## config.mk

```make
export PLATFORM = sky130hd
export DESIGN_NAME = asrv32_stage_controller
export DESIGN_NICKNAME = d
export VERILOG_FILES = /design/src/rtl/asrv32_stage_controller.sv
export SDC_FILE = /design/constraint.sdc
export NUM_CORES = 1
export LEC_CHECK = 0
export ABC_CLOCK_PERIOD_IN_PS = 2300
export CORE_ASPECT_RATIO = 1.5
export CORE_MARGIN = 4
export CORE_UTILIZATION = 50
export DETAILED_ROUTE_END_ITERATION = 16
export PLACE_DENSITY = 0.77
export SLEW_MARGIN = 5
export SYNTH_ARGS = -nofsm -noshare
export SYNTH_HDL_FRONTEND = slang
export SYNTH_SLANG_ARGS = --single-unit
```

## constraint.sdc

```tcl
create_clock -name i_clk -period 2.3 [get_ports i_clk]
set_input_delay 0.69 -clock i_clk [delete_from_list [all_inputs] [get_ports i_clk]]
set_output_delay 0.69 -clock i_clk [all_outputs]
set_load 0.02 [all_outputs]
```

## src/rtl/asrv32_stage_controller.sv

```systemverilog
// ============================================================================
// Module   : asrv32_stage_controller
// Brief    : Five-stage sequencer for the ASRV32 core. Walks each instruction
//            through FETCH/DECODE/EXECUTE/MEMORY/WRITEBACK, bounds every bus
//            wait with a timeout, honours stalls only in non-bus stages and
//            counts retired instructions.
// Revision : 1.0 - initial release
// ============================================================================
`default_nettype none

module asrv32_stage_controller #(
    parameter logic [7:0] TIMEOUT = 8'd255
) (
    input  logic        i_clk,
    input  logic        i_rst_n,
    input  logic        i_stall,
    input  logic        i_inst_ack,
    input  logic        i_data_ack,
    input  logic        i_mem_access,
    input  logic        i_go_to_trap,
    output logic [4:0]  o_stage,
    output logic        o_inst_req,
    output logic        o_data_req,
    output logic        o_writeback_en,
    output logic        o_bus_timeout,
    output logic [31:0] o_instret
);

    // One-hot encoding so the state register can drive o_stage directly.
    typedef enum logic [4:0] {
        ST_FETCH     = 5'b00001,
        ST_DECODE    = 5'b00010,
        ST_EXECUTE   = 5'b00100,
        ST_MEMORY    = 5'b01000,
        ST_WRITEBACK = 5'b10000
    } stage_e;

    stage_e      state_q;
    logic [7:0]  wait_cnt_q;
    logic        timeout_q;
    logic        trap_q;
    logic [31:0] instret_q;

    logic        w_wait_expired;
    logic        w_wb_active;
    logic        w_retire;

    // The wait counter starts at zero on entry, so the state lasts TIMEOUT+1
    // cycles before the forced exit.
    assign w_wait_expired = (wait_cnt_q == TIMEOUT);

    // Writeback commits only when not frozen by the downstream stall.
    assign w_wb_active    = (state_q == ST_WRITEBACK) && !i_stall;

    // Timed-out or trapped instructions reach WRITEBACK but never retire.
    assign w_retire       = w_wb_active && !timeout_q && !trap_q;

    assign o_stage        = state_q;
    assign o_inst_req     = (state_q == ST_FETCH);
    assign o_data_req     = (state_q == ST_MEMORY);
    assign o_writeback_en = w_wb_active;
    assign o_bus_timeout  = timeout_q;
    assign o_instret      = instret_q;

    // Stage sequencing, bus-wait timeout, trap latch and retire counter.
    always_ff @(posedge i_clk or negedge i_rst_n) begin
        if (!i_rst_n) begin
            state_q    <= ST_FETCH;
            wait_cnt_q <= 8'd0;
            timeout_q  <= 1'b0;
            trap_q     <= 1'b0;
            instret_q  <= 32'd0;
        end else begin
            if (w_retire) begin
                instret_q <= instret_q + 32'd1;
            end

            case (state_q)
                ST_FETCH: begin
                    // Stall is ignored: an outstanding fetch is never frozen.
                    if (i_inst_ack) begin
                        state_q    <= ST_DECODE;
                        wait_cnt_q <= 8'd0;
                    end else if (w_wait_expired) begin
                        state_q    <= ST_WRITEBACK;
                        timeout_q  <= 1'b1;
                        wait_cnt_q <= 8'd0;
                    end else begin
                        wait_cnt_q <= wait_cnt_q + 8'd1;
                    end
                end

                ST_DECODE: begin
                    if (!i_stall) begin
                        state_q <= ST_EXECUTE;
                    end
                end

                ST_EXECUTE: begin
                    // A pending trap bypasses the memory access entirely.
                    if (!i_stall) begin
                        if (i_go_to_trap) begin
                            state_q <= ST_WRITEBACK;
                            trap_q  <= 1'b1;
                        end else if (i_mem_access) begin
                            state_q    <= ST_MEMORY;
                            wait_cnt_q <= 8'd0;
                        end else begin
                            state_q <= ST_WRITEBACK;
                        end
                    end
                end

                ST_MEMORY: begin
                    // Acknowledge or trap abort wins over the timeout check.
                    if (i_data_ack || i_go_to_trap) begin
                        state_q    <= ST_WRITEBACK;
                        trap_q     <= i_go_to_trap;
                        wait_cnt_q <= 8'd0;
                    end else if (w_wait_expired) begin
                        state_q    <= ST_WRITEBACK;
                        timeout_q  <= 1'b1;
                        wait_cnt_q <= 8'd0;
                    end else begin
                        wait_cnt_q <= wait_cnt_q + 8'd1;
                    end
                end

                ST_WRITEBACK: begin
                    // Per-instruction flags are dropped as the next fetch begins.
                    if (!i_stall) begin
                        state_q    <= ST_FETCH;
                        wait_cnt_q <= 8'd0;
                        timeout_q  <= 1'b0;
                        trap_q     <= 1'b0;
                    end
                end

                default: begin
                    state_q    <= ST_FETCH;
                    wait_cnt_q <= 8'd0;
                    timeout_q  <= 1'b0;
                    trap_q     <= 1'b0;
                end
            endcase
        end
    end

endmodule

`default_nettype wire

```

==> results of run 1 <==
-- registers in the layout, indices dropped and copies added, names as in the netlist --
name	cells
o_stage	5
o_bus_timeout	1
wait_cnt_q	8
o_instret	32
trap_q	1
-- per-stage QoR --
| step | power (W) | setup WS, ps | setup TNS [ps] | util, % |
|---|---|---|---|---|
| after floorplan | 0.00137 | 89.7 | 0 | - |
| final | 0.00242 | 45.1 | 0 | 71.5 |
| after global placement | 0.00170 | -282 | -4340 | 67.6 |
| after detailed placement | 0.00172 | -295 | -5770 | 67.6 |
| after global routing | 0.00256 | -16.7 | -22.3 | 71.5 |
| after CTS | 0.00241 | -2.86 | -2.86 | 70.3 |
-- synth_stat cells (2+ instances only) --
cell       n
a211o_1    2
a21o_1     3
a21oi_1    5
and2_1     2
and3_1     3
and3b_1    2
and4_1     3
clkbuf_1   5
dfrtp_1   46
ha_1       2
inv_1      5
mux2_2     2
nand2_1   28
nand2b_1   3
nand3_1   12
nand4_1    9
nor2_1    22
nor2b_1    2
nor3_1    10
nor3b_1    2
nor4_4     3
o211ai_1   2
o21ai_0    5
o21ai_1    2
o31ai_1    2
or2_2      3
or3_1      3
xnor2_1   22
xor2_1    13
-- cells by family (layout without fill, tap and decap cells) --
logic type	after synthesis	after routing	synth area share (%)
AO/OA/AOI/OAI	31	31	8.69
multiplexers	2	2	0.909
other	0	1	0
XOR/XNOR	35	35	12.4
AND/OR/NAND/NOR	117	117	27.8
buffers and inverters	11	95	1.72
adder cells (fa/ha/maj)	2	2	1.01
flip-flops	47	47	47.5
-- power by group through the flow --
stage                     sequential [W]  combinational (W)  clock [W]
after CTS                       0.000916           0.000790   0.000709
final                           0.000918           0.000807   0.000695
after floorplan                 0.000976           0.000398          0
after detailed placement        0.000932           0.000789          0
after global placement          0.000929           0.000772          0
after global routing            0.000924           0.000887   0.000748
-- critical path, stage by stage, from the launching register on --
cell,delay [ps]
dfstp_2,390
buf_4,130
or4b_4,510
nor2_4,110
buf_4,140
-- cell type report --
cell class | count | area [µm²] | area share (%)
well taps | 66 | 82.6 | 2.40
multi-input cells | 187 | 1290 | 37.6
repair buffers | 82 | 732 | 21.3
inverters | 5 | 18.8 | 0.546
clock buffers | 6 | 72.6 | 2.11
diodes | 1 | 2.50 | 0.0728
flip-flops and latches | 47 | 1180 | 34.3
clock inverters | 2 | 60.1 | 1.75
-- repair_timing --
action,CTS,global route
gates resized for setup,19,11
endpoints found under the setup margin,5,15
pin swaps,0,2
hold buffers,0,0
buffers inserted,0,2
-- metal layers --
metal | track usage, % | share of wire (%) | up-vias
met4 | 7.61 | 1.5 | 0
met5 | 0 | 0 | -
met2 | 36.9 | 55 | 59
met1 | 23.3 | 40 | 1014
met3 | 3.23 | 3.4 | 10
li1 | - | - | 1036
-- how the worst max path moves through the flow --
stage                           endpoint  cells after the start        from  slack (ps)
final                         o_data_req                      4  o_stage[0]          50
after global routing      o_writeback_en                      5  o_stage[3]         -20
after CTS                     o_inst_req                      3  o_stage[0]          -3
after detailed placement   o_instret[25]                      8     i_stall        -290
after global placement    o_writeback_en                      3     i_stall        -280
after floorplan               o_data_req                      3  o_stage[3]          90
==> metrics, run 1 <==
status completed; Slew HR 72.7%; sw power ~0.00072 W; largest area contributor in the netlist dfrtp_1; R2R setup slack about 210 ps; via/cell ratio 5.35; row cnt 31; placed insts 385; H-tree depth 2; synth warn 0; power density over cell area 704 mW/mm²; Non-Filler Instances just under 400; routability cong. around 0.88; average wire per standard cell between 10 and 15 µm; DP Area around 0.0032 mm²; Worst IR Drop VDD roughly 670 µV; slew at the pin closest to its max-slew limit slightly above 400 ps; main flop type after synthesis dfrtp_1; Die X 65.5 µm; LEAKAGE about 1.6 nW; most frequent cells in the layout dfrtp_1, clkdlybuf4s50_1, buf_4; Int Power 0.00170 W; asr flop ratio synth 100%; all-layer global routing usage between 20 and 25%; R2R Path End wait_cnt_q[3]; Worst EP arrival around 1600 ps; FF-to-FF path depth 7; Worst-path clk slew about 90 ps; critical path class reg2out; full die area about 0.006 mm²; I/O Pins 48; DP Wirelength approximately 4400 µm; WHS between 300 and 400 ps; Fin Clk Skew approximately 7.3 ps; part of the power in registers 37.9%; Max FO, Critical Path 3; Vias between 2000 and 2500; CTS Buf Count 5; top post-synthesis cells by area dfrtp_1, xnor2_1, xor2_1, nand2_1, nor2_1; switching share of power 29.9%; DR iter-0 viols about 150; fillers between 300 and 400; share of layout cells above drive strength 1 around a fifth; EDFF count, synth 0; ANT nets after route 0; CP Launch Type flip-flop; clock power share 28.7%; Post-Syn Instances between 200 and 250; total global routing overflow 0; achievable frequency roughly 440 MHz; crit path capture type primary output; WL final 5780 µm; vias in the first global route around 2200; Nets around 340; largest net degree at the start of global routing 20; design area 0.00344 mm²; drt pass-1 iters 4; initial antenna violation count 1; register area share after synthesis between 40% and 50%; pins over their slew limit 0; first-pass GRT wire length 9770 µm; Die H 94.2 µm; core footprint slightly below 0.005 mm²; Netlist cell types a little over 50; syn avg cell area approximately 10 µm²; Longest Clk Path Bufs 2; CTS tree yes; Hold Fails Final Rpt 0; syn nets roughly 250; Max Cap Viol 0; minimum clock period after layout 2250 ps; hold crit path type in2async; final setup fails 0; effective utilization at floorplan about half; r2r startpoint o_stage[0]; Worst EP required about 1600 ps; most common cell after layout, fill and taps aside dfrtp_1; Clock Latency Late Sink 290 ps; period utilization between 90% and 100%; Root Buffer clkbuf_8; Yosys reg bits 47; area grow syn2layout 38.7%; Comb power frac 33.3%; DRC viols 0; port bufs 47; Sink Count 47; Yosys top cell area share 46.5%; synthesized area around 0.0025 mm²
No activity file was read; power rests on OpenSTA's default activity.
==> run 2: changes to the inputs <==
CORE_ASPECT_RATIO = 1.1   (was 1.5)
==> run 2 against run 1 <==
- combinational power down 1%
- non-clock buffer count decreased by 1
- setup slack better by 6.9 ps
- sequential power about the same
- die area decreased by 0.36%
- global-route usage up 0.61 points
- sequential cell count did not move
- clock power down 12%
- largest cell class unchanged
- highest routed layer unchanged
==> metrics, run 2 (synthesized netlist as in run 1, its figures left out) <==
antenna diode count 0 (-1); achievable frequency 445 MHz (+0.31%); DR iter-0 viols 111 (-23%); Non-Filler Instances 384 (-3.0%); Worst path max stage delay 540 ps (+30 ps); period utilization 97.7% (-0.30 points); Sink Count 47 (unchanged); crit path capture type primary output; CP max-delay cell or4b_4; CTS tree yes; Die H 81.8 µm (-13%); full die area 0.00615 mm² (-0.36%); average wire per standard cell 14.7 µm (+0.97%); row cnt 26 (-16%); I/O Pins 48 (unchanged); H-tree depth 2 (unchanged); largest net degree at the start of global routing 28 (+40%); WL final 5660 µm (-2.1%); all-layer global routing usage 20.8% (+0.61 points); port bufs 47 (unchanged); core footprint 0.00472 mm² (-1.9%); CTS Hold Bufs 0 (unchanged); Slew HR 67.6% (-5.1 points); final core utilization 72.4% (+0.93 points); Worst IR Drop VDD 588 µV (-12%); Die X 75.1 µm (+15%); Vias 2126 (+0.33%); minimum clock period after layout 2250 ps (-6.88 ps); DP Area 0.00323 mm² (-0.46%); first-pass GRT wire length 9800 µm (+0.29%); critical path class reg2out; Worst EP arrival 1560 ps (about the same); CP Launch Type flip-flop; critical path's top delay family simple AND/OR/NAND/NOR gates; Max FO, Critical Path 4 (+1); placed insts 373 (-3.1%); ANT nets after route 0 (unchanged); Hold Fails Final Rpt 0 (unchanged); most frequent cells in the layout dfrtp_1, clkdlybuf4s50_1, buf_4; CP bufs+invs 1 (-1); Nets 336 (-0.30%); DRC viols 0 (unchanged); RSZ-0062 raised after global routing false; area grow syn2layout 37.8%; initial antenna violation count 0 (-1); hold crit path type in2async; power density over cell area 680 mW/mm² (-3.5%); design area 0.00341 mm² (-0.66%); fillers 355 (-6.6%); Fin Clk Skew 6.52 ps (-0.819 ps); CTS Buf Count 5 (unchanged); Worst EP required 1610 ps (about the same); DP Wirelength 4210 µm (-5.3%); max reg flops 32 (unchanged); Max Cap Viol 0 (unchanged); drt pass-1 iters 4 (unchanged); critical path cell sequence or4b_4 -> nor2_4 -> buf_4; LEAKAGE 1.61 nW (+0.47%); total global routing overflow 0 (unchanged); most common cell after layout, fill and taps aside dfrtp_1; status completed; routability cong. 0.907 (+2.7%); Worst-path clk slew 90 ps (about the same); share of layout cells above drive strength 1 20.4% (+0.062 points); vias in the first global route 2160 (+0.093%); Longest Clk Path Bufs 2 (unchanged); final setup fails 0 (unchanged); Root Buffer clkbuf_8; Clock Latency Late Sink 300 ps (about the same); slew at the pin closest to its max-slew limit 486 ps (+76.6 ps); pins over their slew limit 0 (unchanged); effective utilization at floorplan 52.5% (+1.0 points); via/cell ratio 5.54 (+3.5%)
-- run 2: layout make-up --
class                           count  area, µm²  area share [%]
Tap cell                           56       70.1            2.05
Sequential cell                    47       1180            34.5
Clock buffer                        5       68.8            2.02
Multi-Input combinational cell    187       1290            37.7
Timing Repair Buffer               81        749            21.9
Inverter                            5       18.8           0.550
Clock inverter                      3       43.8            1.28
-- run 2: report_power, final --
part	switching [W]	internal, W
clock network	0.000285	0.000324
logic	0.000408	0.000388
registers	0.0000426	0.000875
-- run 2: through the flow --
step / setup slack, ps / hold WS [ps] / setup TNS [ps] / total power [W]
after detailed placement: -349 / 482 / -5470 / 0.00170
final: 52.0 / 332 / 0 / 0.00232
after global placement: -340 / 462 / -4640 / 0.00170
after global routing: 1.41 / 374 / 0 / 0.00245
after CTS: -2.19 / 344 / -2.19 / 0.00231
after floorplan: 89.7 / 394 / 0 / 0.00137
-- run 2: final timing paths --
path                                from            end  slack (ps)  cells after the start
setup / recovery              o_stage[3]     o_data_req          50                      3
hold reg to reg            o_instret[31]  o_instret[31]         490                      1
max in group asynchronous        i_rst_n     o_stage[0]        1380                      2
min in group i_clk         o_instret[31]  o_instret[31]         490                      1
hold / removal                   i_rst_n  o_instret[25]         330                      1
setup reg to reg            o_instret[3]  o_instret[23]         230                      6
-- run 2: timing repair --
item	in CTS	in global routing
pin swaps	2	1
buffers inserted	0	3
setup endpoints to repair	5	12
gates resized for setup	17	11
-- run 2: metal layers --
layer / track usage [%] / share of wire [%] / vias up
met4: 9.61 / 2.5 / 0
met2: 35.5 / 50 / 62
li1: - / - / 1026
met3: 3.79 / 5.8 / 12
met5: 0 / 0 / -
met1: 25.3 / 42 / 1026
==> run 3: changes to the inputs <==
CTS_BUF_LIST = sky130_fd_sc_hd__clkbuf_4   (was unset)
MAX_ROUTING_LAYER = met4   (was unset)
==> run 3 against run 2 <==
- sequential cell count did not move
- setup slack got worse by 72 ps
- wire length fell by 4.7%
- sequential share of layout area rose by 0.15 points
- first-iteration DRC count rose by 7.2%
- sequential power barely moved
- maximum frequency fell by 3.1%
- highest routed layer unchanged
- the run now ends with negative setup slack left
- non-clock buffer count fell by 2
- die area did not move
==> metrics, run 3 (synthesized netlist as in run 1, its figures left out) <==
most frequent CP cell buf_6; via/cell ratio 5.51 (-0.52%); PnR worst setup slack -19.8 ps (-71.8 ps); Nets 334 (-0.60%); slew at the pin closest to its max-slew limit 519 ps (+33.1 ps); row cnt 26 (unchanged); Worst-path clk slew 140 ps (+50 ps); Worst EP required 1610 ps (about the same); DP Wirelength 4230 µm (+0.47%); WL final 5390 µm (-4.7%); R2R Path End wait_cnt_q[5]; antenna diode count 0 (unchanged); most common cell after layout, fill and taps aside dfrtp_1; max reg flops 32 (unchanged); FF-to-FF path depth 8 (+2); Non-Filler Instances 382 (-0.52%); minimum clock period after layout 2320 ps (+71.8 ps); pins over their slew limit 0 (unchanged); LEAKAGE 1.64 nW (+1.6%); RSZ-0062 raised after global routing true; critical path cell sequence buf_6 -> or4b_4 -> nor2_4 -> buf_6; total global routing overflow 0 (unchanged); share of layout cells above drive strength 1 19.9% (-0.49 points); H-tree depth 2 (unchanged); CTS Buf Count 5 (unchanged); R2R setup slack 210 ps (-20 ps); Root Buffer clkbuf_4; CTS tree yes; final setup fails 1 (+1); most frequent cells in the layout dfrtp_1, clkdlybuf4s50_1, buf_4; full die area 0.00615 mm² (unchanged); Worst EP arrival 1630 ps (+70 ps); Sink Count 47 (unchanged); CP max-delay cell or4b_4; area grow syn2layout 37.2%; Die X 75.1 µm (unchanged); ANT nets after route 0 (unchanged); failing checks negative setup slack; Max FO, Critical Path 3 (-1); r2r startpoint o_stage[2]; TNS Setup -19.8 ps (-19.8 ps); Vias 2104 (-1.0%); crit path capture type primary output; DR iter-0 viols 119 (+7.2%); Longest Clk Path Bufs 2 (unchanged); Clock Latency Late Sink 360 ps (+60 ps); Slew HR 65.4% (-2.2 points); design area 0.00340 mm² (-0.44%); largest net degree at the start of global routing 27 (-3.6%); CTS Hold Bufs 0 (unchanged); port bufs 47 (unchanged); vias in the first global route 2095 (-3.0%); average wire per standard cell 14.1 µm (-4.2%); Worst IR Drop VDD 641 µV (+9.0%); I/O Pins 48 (unchanged); core footprint 0.00472 mm² (unchanged); achievable frequency 431 MHz (-3.1%); all-layer global routing usage 20.1% (-0.76 points); critical path's top delay family simple AND/OR/NAND/NOR gates; effective utilization at floorplan 52.5% (unchanged); Max Cap Viol 0 (unchanged); first-pass GRT wire length 9310 µm (-5.0%); Fin Clk Skew 12.1 ps (+5.54 ps); power density over cell area 685 mW/mm² (+0.79%); critical path class reg2out; drt pass-1 iters 4 (unchanged); status finished, violations left; WHS 279 ps (-53.2 ps); Worst path max stage delay 510 ps (-30 ps); Hold Fails Final Rpt 0 (unchanged); CP bufs+invs 2 (+1); DP Area 0.00323 mm² (unchanged); DRC viols 0 (unchanged); period utilization 101% (+3.1 points); CP Launch Type flip-flop; Die H 81.8 µm (unchanged); routability cong. 0.907 (about the same); placed insts 373 (unchanged); initial antenna violation count 0 (unchanged); hold crit path type in2async
-- run 3: area by class of cell --
class	instances	area [µm²]
Fill cell	373	1320
Multi-Input combinational cell	187	1290
Sequential cell	47	1180
Timing Repair Buffer	79	737
Tap cell	56	70.1
Clock inverter	2	60.1
Clock buffer	6	45.0
Inverter	5	18.8
-- run 3: worst max-delay path by stage --
stage	start	end	cells past startpoint
floorplan	o_stage[3]	o_data_req	3
global placement	i_stall	o_writeback_en	3
detailed placement	i_stall	o_instret[23]	8
CTS	o_stage[0]	o_inst_req	3
global route	o_stage[2]	o_data_req	4
finish	o_stage[2]	o_data_req	4
-- run 3: report_power, final --
group	leakage [nW]	internal (W)	total (W)	switching (W)
registers	0.645	0.000875	0.000914	0.0000395
logic	0.935	0.000396	0.000809	0.000413
clock network	0.0559	0.000351	0.000606	0.000255
total	1.64	0.00162	0.00233	0.000707
-- run 3: per-layer routing --
layer  part of all wire [%]  up-vias  GRT usage, %
met1                     43      998          24.7
met5                      0        -             -
met4                    2.0        0          6.76
li1                       -     1035             -
met3                    6.0       10          4.16
met2                     49       61          32.8
-- run 3: stage by stage --
step / total power (W) / setup slack [ps] / util (%)
2_1_floorplan: 0.00137 / 89.7 / -
3_3_place_gp: 0.00170 / -334 / 68.6
6_report: 0.00233 / -19.8 / 72.1
5_1_grt: 0.00247 / -87.0 / 72.1
4_1_cts: 0.00232 / -76.1 / 71.2
3_5_place_dp: 0.00171 / -328 / 68.6
-- run 3: timing repair --
| action | CTS | global route |
|---|---|---|
| pin swaps | 1 | 2 |
| gates resized for setup | 24 | 11 |
| endpoints found under the setup margin | 5 | 8 |
| setup buffers | 1 | 0 |
